[src/rtl/fetch_pkg.sv]
// rtl/fetch_pkg.sv - shared defaults and sizing helpers for the instruction prefetch queue
package fetch_pkg;

  localparam int INSTR_W_DEF  = 16;
  localparam int ADDR_W_DEF   = 16;
  localparam int DEPTH_DEF    = 4;
  localparam int RESET_PC_DEF = 0;

  // Pointer width for a power-of-two queue; never zero so DEPTH=1 still elaborates.
  function automatic int ptr_w(input int depth);
    return (depth > 1) ? $clog2(depth) : 1;
  endfunction

  // Occupancy must represent 0..DEPTH inclusive.
  function automatic int cnt_w(input int depth);
    return $clog2(depth + 1);
  endfunction

endpackage

[src/rtl/instr_prefetch_queue_if.sv]
// rtl/instr_prefetch_queue_if.sv - memory fetch port and core-facing queue port
interface instr_prefetch_queue_if
  import fetch_pkg::*;
#(
  parameter int INSTR_W = INSTR_W_DEF,
  parameter int ADDR_W  = ADDR_W_DEF,
  parameter int DEPTH   = DEPTH_DEF
) ();

  logic                        run;
  logic                        mem_req;
  logic [ADDR_W-1:0]           mem_addr;
  logic                        mem_rvalid;
  logic [INSTR_W-1:0]          mem_rdata;
  logic                        run_core;
  logic [INSTR_W-1:0]          instr;
  logic [ADDR_W-1:0]           instr_pc;
  logic                        done;
  logic                        branch_valid;
  logic [ADDR_W-1:0]           branch_target;
  logic [cnt_w(DEPTH)-1:0]     count;

  modport master (
    input  run, mem_rvalid, mem_rdata, done, branch_valid, branch_target,
    output mem_req, mem_addr, run_core, instr, instr_pc, count
  );

  modport slave (
    output run, mem_rvalid, mem_rdata, done, branch_valid, branch_target,
    input  mem_req, mem_addr, run_core, instr, instr_pc, count
  );

endinterface

[src/rtl/sync_fifo.sv]
// rtl/sync_fifo.sv - power-of-two synchronous FIFO with flush and occupancy count
module sync_fifo
  import fetch_pkg::*;
#(
  parameter int WIDTH = 32,
  parameter int DEPTH = DEPTH_DEF,
  localparam int PW   = ptr_w(DEPTH),
  localparam int CW   = cnt_w(DEPTH)
) (
  input  logic             clk,
  input  logic             reset,
  input  logic             push,
  input  logic             pop,
  input  logic             flush,
  input  logic [WIDTH-1:0] wdata,
  output logic [WIDTH-1:0] rdata,
  output logic [CW-1:0]    count
);

  logic [WIDTH-1:0] mem_q [DEPTH];
  logic [WIDTH-1:0] mem_d [DEPTH];
  logic [PW-1:0]    wr_ptr_q, wr_ptr_d;
  logic [PW-1:0]    rd_ptr_q, rd_ptr_d;
  logic [CW-1:0]    count_q, count_d;
  logic             do_push, do_pop;

  always_comb begin
    mem_d    = mem_q;
    wr_ptr_d = wr_ptr_q;
    rd_ptr_d = rd_ptr_q;
    count_d  = count_q;
    do_push  = push && (count_q != CW'(DEPTH));
    do_pop   = pop && (count_q != '0);
    if (flush) begin
      wr_ptr_d = '0;
      rd_ptr_d = '0;
      count_d  = '0;
    end else begin
      // Pointers wrap naturally because DEPTH is a power of two.
      if (do_push) begin
        mem_d[wr_ptr_q] = wdata;
        wr_ptr_d        = wr_ptr_q + 1'b1;
      end
      if (do_pop) begin
        rd_ptr_d = rd_ptr_q + 1'b1;
      end
      count_d = count_q + CW'(do_push) - CW'(do_pop);
    end
  end

  always_ff @(posedge clk) begin
    if (!reset) begin
      wr_ptr_q <= '0;
      rd_ptr_q <= '0;
      count_q  <= '0;
    end else begin
      wr_ptr_q <= wr_ptr_d;
      rd_ptr_q <= rd_ptr_d;
      count_q  <= count_d;
    end
  end

  always_ff @(posedge clk) begin
    mem_q <= mem_d;
  end

  assign rdata = mem_q[rd_ptr_q];
  assign count = count_q;

endmodule

[src/rtl/instr_prefetch_queue.sv]
// rtl/instr_prefetch_queue.sv - single-outstanding instruction fetcher feeding a prefetch queue
module instr_prefetch_queue
  import fetch_pkg::*;
#(
  parameter int INSTR_W  = INSTR_W_DEF,
  parameter int ADDR_W   = ADDR_W_DEF,
  parameter int DEPTH    = DEPTH_DEF,
  parameter int RESET_PC = RESET_PC_DEF
) (
  input logic                    clk,
  input logic                    reset,
  instr_prefetch_queue_if.master bus
);

  localparam int CW = cnt_w(DEPTH);

  logic [ADDR_W-1:0]         fetch_pc_q, fetch_pc_d;
  logic [ADDR_W-1:0]         req_addr_q, req_addr_d;
  logic                      outstanding_q, outstanding_d;
  logic                      discard_q, discard_d;
  logic                      mem_req, accept, push, pop;
  logic [CW-1:0]             count;
  logic [INSTR_W+ADDR_W-1:0] wdata, rdata;

  always_comb begin
    // A slot is effectively reserved at issue: only one request can be in flight.
    mem_req       = reset && bus.run && !outstanding_q && (count < CW'(DEPTH))
                    && !bus.branch_valid;
    accept        = bus.mem_rvalid && outstanding_q;
    push          = accept && !discard_q && !bus.branch_valid;
    pop           = bus.done && (count != '0) && !bus.branch_valid;
    wdata         = {bus.mem_rdata, req_addr_q};

    fetch_pc_d    = fetch_pc_q;
    req_addr_d    = req_addr_q;
    outstanding_d = outstanding_q;
    discard_d     = discard_q;

    if (accept) begin
      outstanding_d = 1'b0;
      discard_d     = 1'b0;
    end
    if (mem_req) begin
      outstanding_d = 1'b1;
      req_addr_d    = fetch_pc_q;
      fetch_pc_d    = fetch_pc_q + 1'b1;
    end
    // A redirect with a response still in flight must swallow that stale response.
    if (bus.branch_valid) begin
      fetch_pc_d = bus.branch_target;
      if (outstanding_q && !accept) begin
        discard_d = 1'b1;
      end
    end
  end

  always_ff @(posedge clk) begin
    if (!reset) begin
      fetch_pc_q    <= ADDR_W'(RESET_PC);
      req_addr_q    <= '0;
      outstanding_q <= 1'b0;
      discard_q     <= 1'b0;
    end else begin
      fetch_pc_q    <= fetch_pc_d;
      req_addr_q    <= req_addr_d;
      outstanding_q <= outstanding_d;
      discard_q     <= discard_d;
    end
  end

  sync_fifo #(
    .WIDTH (INSTR_W + ADDR_W),
    .DEPTH (DEPTH)
  ) u_fifo (
    .clk   (clk),
    .reset (reset),
    .push  (push),
    .pop   (pop),
    .flush (bus.branch_valid),
    .wdata (wdata),
    .rdata (rdata),
    .count (count)
  );

  assign bus.mem_req  = mem_req;
  assign bus.mem_addr = fetch_pc_q;
  assign bus.run_core = (count != '0);
  assign bus.instr    = rdata[INSTR_W+ADDR_W-1:ADDR_W];
  assign bus.instr_pc = rdata[ADDR_W-1:0];
  assign bus.count    = count;

endmodule

[src/flat_wrapper.sv]
// flat-port wrapper written by rule: the top's interface ports become plain ports
module instr_prefetch_queue_flat import fetch_pkg::*;
#(
  parameter int INSTR_W  = INSTR_W_DEF,
  parameter int ADDR_W   = ADDR_W_DEF,
  parameter int DEPTH    = DEPTH_DEF,
  parameter int RESET_PC = RESET_PC_DEF
)
  (clk, reset, bus_run, bus_mem_rvalid, bus_mem_rdata, bus_done, bus_branch_valid, bus_branch_target, bus_mem_req, bus_mem_addr, bus_run_core, bus_instr, bus_instr_pc, bus_count);
  instr_prefetch_queue_if #(.INSTR_W(INSTR_W), .ADDR_W(ADDR_W), .DEPTH(DEPTH)) bus_i ();
  input logic clk;
  input logic reset;
  input wire logic [$bits(bus_i.run)-1:0] bus_run;
  input wire logic [$bits(bus_i.mem_rvalid)-1:0] bus_mem_rvalid;
  input wire logic [$bits(bus_i.mem_rdata)-1:0] bus_mem_rdata;
  input wire logic [$bits(bus_i.done)-1:0] bus_done;
  input wire logic [$bits(bus_i.branch_valid)-1:0] bus_branch_valid;
  input wire logic [$bits(bus_i.branch_target)-1:0] bus_branch_target;
  output wire logic [$bits(bus_i.mem_req)-1:0] bus_mem_req;
  output wire logic [$bits(bus_i.mem_addr)-1:0] bus_mem_addr;
  output wire logic [$bits(bus_i.run_core)-1:0] bus_run_core;
  output wire logic [$bits(bus_i.instr)-1:0] bus_instr;
  output wire logic [$bits(bus_i.instr_pc)-1:0] bus_instr_pc;
  output wire logic [$bits(bus_i.count)-1:0] bus_count;
  assign bus_i.run = bus_run;
  assign bus_i.mem_rvalid = bus_mem_rvalid;
  assign bus_i.mem_rdata = bus_mem_rdata;
  assign bus_i.done = bus_done;
  assign bus_i.branch_valid = bus_branch_valid;
  assign bus_i.branch_target = bus_branch_target;
  assign bus_mem_req = bus_i.mem_req;
  assign bus_mem_addr = bus_i.mem_addr;
  assign bus_run_core = bus_i.run_core;
  assign bus_instr = bus_i.instr;
  assign bus_instr_pc = bus_i.instr_pc;
  assign bus_count = bus_i.count;
  instr_prefetch_queue #(.INSTR_W(INSTR_W), .ADDR_W(ADDR_W), .DEPTH(DEPTH), .RESET_PC(RESET_PC)) u_core (.clk(clk), .reset(reset), .bus(bus_i));
endmodule
[config.mk]
export PLATFORM = sky130hd
export DESIGN_NAME = instr_prefetch_queue_flat
export DESIGN_NICKNAME = d
export VERILOG_FILES = /design/src/rtl/fetch_pkg.sv /design/src/rtl/instr_prefetch_queue_if.sv /design/src/rtl/sync_fifo.sv /design/src/rtl/instr_prefetch_queue.sv /design/src/flat_wrapper.sv
export SDC_FILE = /design/constraint.sdc
export NUM_CORES = 1
export LEC_CHECK = 0
export CELL_PAD_IN_SITES_DETAIL_PLACEMENT = 1
export CELL_PAD_IN_SITES_GLOBAL_PLACEMENT = 1
export CORE_MARGIN = 10
export CORE_UTILIZATION = 41
export DETAILED_ROUTE_END_ITERATION = 7
export PLACE_DENSITY = 0.79
export SYNTH_ARGS = -nofsm -noshare
export SYNTH_HDL_FRONTEND = slang
export SYNTH_HIERARCHICAL = 1
export SYNTH_SLANG_ARGS = --single-unit
[constraint.sdc]
create_clock -name clk -period 4.4 [get_ports clk]
set_clock_uncertainty 0.2 [all_clocks]
set_input_delay 0.88 -clock clk [delete_from_list [all_inputs] [get_ports clk]]
set_output_delay 0.88 -clock clk [all_outputs]
set_load 0.1 [all_outputs]
==> impl_metrics.env <==
export IMPL_status="complete, no violations"
export IMPL_synth_seq_area_share=0.7021
export IMPL_cts_hold_buf=0
export IMPL_start_kind="register"
export IMPL_hpwl_microns=10190
export IMPL_max_slew_worst_pin_slew_ns=0.9894
export IMPL_p_leak_uw=0.002839
export IMPL_area_growth_pct=25.65
export IMPL_htree_levels=4
export IMPL_synthArstFlopShare=0
export IMPL_dpl_cell_area_sq_um=7741
export IMPL_clk_latency_ns=0.43
export IMPL_cpMaxStageDelayCell="clkdlybuf4s50_1"
export IMPL_synth_xor_area_frac=0.01582
export IMPL_cts_made_buffers=17
export IMPL_required_ns=3.32
export IMPL_initialDrtViolationCount=215
export IMPL_start_util=0.4182
export IMPL_antenna_cells=0
export IMPL_path_buf_inv=1
export IMPL_synthAdderAreaFrac=0.01620
export IMPL_std_cell_rows=46
export IMPL_clk_pin_slew_worst_paths_ns=0.06
export IMPL_synthCells=401
export IMPL_postCtsSetupBuffers=0
export IMPL_tritoncts="built"
export IMPL_vias_per_cell=5.217
export IMPL_grt_usage=0.1427
export IMPL_dieArea_sq_um=21700
export IMPL_place_congestion=0.8190
export IMPL_stdcell_area_sq_um=8348
export IMPL_max_freq_ghz=0.2743
export IMPL_cts_sinks=169
export IMPL_post_route_period_util=0.8286
export IMPL_finalSetupViolCount=0
export IMPL_muxShareOfSynthArea=0.1122
export IMPL_die_height_microns=147.3
export IMPL_drv_cap=0
export IMPL_worstSetupEndpointType="primary output"
export IMPL_ys_seq_elements=169
export IMPL_grt_max_degree=40
export IMPL_layout_min_cycle_time_ns=3.646
export IMPL_final_antenna_net_count=0
export IMPL_worstHoldPathType="register to register"
export IMPL_relSlewSlack=0.3383
export IMPL_synth_edf_count=128
export IMPL_drc=0
export IMPL_clockRootBuffer="clkbuf_16"
export IMPL_grt_pass1_wl_microns=24070
export IMPL_final_util=0.5255
export IMPL_synth_top_family_by_area="multiplexers"
export IMPL_p_per_area_nw_per_um2=413.4
export IMPL_ir_drop_uv=324.7
export IMPL_drive_above_1_share=0.2089
export IMPL_postCtsResizedCells=0
export IMPL_vias=3824
export IMPL_synthDistinctLibCells=44
export IMPL_cts_path_max_buffers=2
export IMPL_critPathTopFamily="buffers and inverters"
export IMPL_first_global_vias=4171
export IMPL_path_class="register to primary output"
export IMPL_critPathArrivalTime_ns=2.57
export IMPL_portBuffers=90
export IMPL_rsz0062_at_grt="no"
export IMPL_synth_compound_area_frac=0.05537
export IMPL_core_sq_um=15890
export IMPL_wl_per_cell_microns=20.50
export IMPL_antenna_found_initial=0
export IMPL_syn_area_sq_um=6644
export IMPL_die_w_microns=147.3
export IMPL_cp_max_fo=9
export IMPL_grt_ovfl_total=0
export IMPL_drt_wl_total_microns=15020
export IMPL_synth_warnings=6
export IMPL_synthesis_nets=447
export IMPL_hold_violations=0
export IMPL_io_pins=91
export IMPL_synth_ff_type="edfxtp_1"
export IMPL_drtPass1Iterations=6
export IMPL_synth_simple_gate_area_frac=0.07458
export IMPL_critPathMaxStageDelay_ns=0.99
export IMPL_slew_viol_final=0
export IMPL_crit_chain="mux4_2 -> clkdlybuf4s50_1"
export IMPL_layout_nets=550
export IMPL_avgSynthCellArea_sq_um=16.57
cells in the mapped netlist, drive strengths merged (6+ instances only):
master  instances  area, sq um
xnor2           6        52.55
ha              7        87.58
dfxtp          41        820.8
nand4           6        43.79
a21oi          10        50.05
edfxtp        128         3844
o21ai          19        95.09
mux4           32        735.7
nor3b           6        45.04
buf            11        105.1
nand2          44        167.7
xor2            6        52.55
nand3           7        35.03
a21boi         17        127.6
a31oi           6        37.54
clkbuf          7        26.28
area by class of cell:
type	count	area, sq um
clock buffer	20	456.7
clock inverter	12	150.1
fill	1542	7537
inverter	7	26.28
multi-input combinational	207	1842
sequential	169	4667
tap	216	270.3
timing repair buffer	102	935.9
power breakdown:
group	total [uW]	leakage, uW	internal [uW]	switching, uW
registers	1750	0.00161	1720	24.8
clock network	1500	0.000290	919	582
logic	204	0.000943	69.9	134
total	3450	0.00284	2710	741
worst paths after layout:
| kind | to | startpoint | cells past startpoint | slack, ns |
|---|---|---|---|---|
| worst max-delay path | bus_instr[3] | u_core/u_fifo/rd_ptr_q[0] | 2 | 0.75 |
| worst min-delay path | u_core/u_fifo/mem_q[5] | u_core/req_addr_q[5] | 0 | 0.31 |
| worst max register to register | u_core/u_fifo/count[2] | u_core/u_fifo/count[1] | 11 | 1.53 |
| worst min register to register | u_core/u_fifo/mem_q[5] | u_core/req_addr_q[5] | 0 | 0.31 |
flip-flops by register name, indices dropped and copies added (netlist names), named ones only:
register,count
u_core/u_fifo/mem_q,128
u_core/bus.mem_addr,16
u_core/req_addr_q,16
u_core/u_fifo/count,3
u_core/u_fifo/rd_ptr_q,2
u_core/u_fifo/wr_ptr_q,2
u_core/outstanding_q,1
stage by stage:
step,total power (uW),TNS (ns),setup WS (ns),hold WS [ns],instances
3_3_place_gp,1979,0,0.7334,0.2783,701
6_report,3451,0,0.7541,0.3097,733
2_1_floorplan,1897,-26.14,-0.2042,0.2530,401
5_1_grt,3568,0,0.6769,0.3296,733
3_5_place_dp,1984,0,0.5329,0.2995,701
4_1_cts,3490,0,0.7026,0.3149,733
layer usage:
layer / global-route usage / share of wire / vias to the layer above
li1: - / - / 1769
met1: 0.1822 / 0.45 / 1918
met2: 0.2225 / 0.47 / 122
met3: 0.05221 / 0.067 / 15
met4: 0.04311 / 0.011 / 0
met5: 0 / 0 / -
kinds of logic (layout without fill, tap and decap cells):
logic type      count (synthesis)  count (layout)
flops                         169             169
simple gates                   95              95
compound gates                 59              59
mux                            33              33
buf+inv                        25             141
xor+xnor                       12              12
fa+ha+maj                       8               8
layout by cell type (no fill, tap or decap), types with 5 or more instances in the layout:
cell type / instances
edfxtp_1: 128
clkdlybuf4s50_1: 63
nand2_1: 43
dfxtp_1: 39
buf_4: 38
mux4_2: 28
o21ai_0: 19
clkbuf_16: 17
a21boi_0: 17
a21oi_1: 10
nand3_1: 7
ha_1: 7
xnor2_1: 6
xor2_1: 6
a31oi_1: 6
nand4_1: 5
nor2_1: 5
inv_1: 5
(Power assumes the default switching activity.)
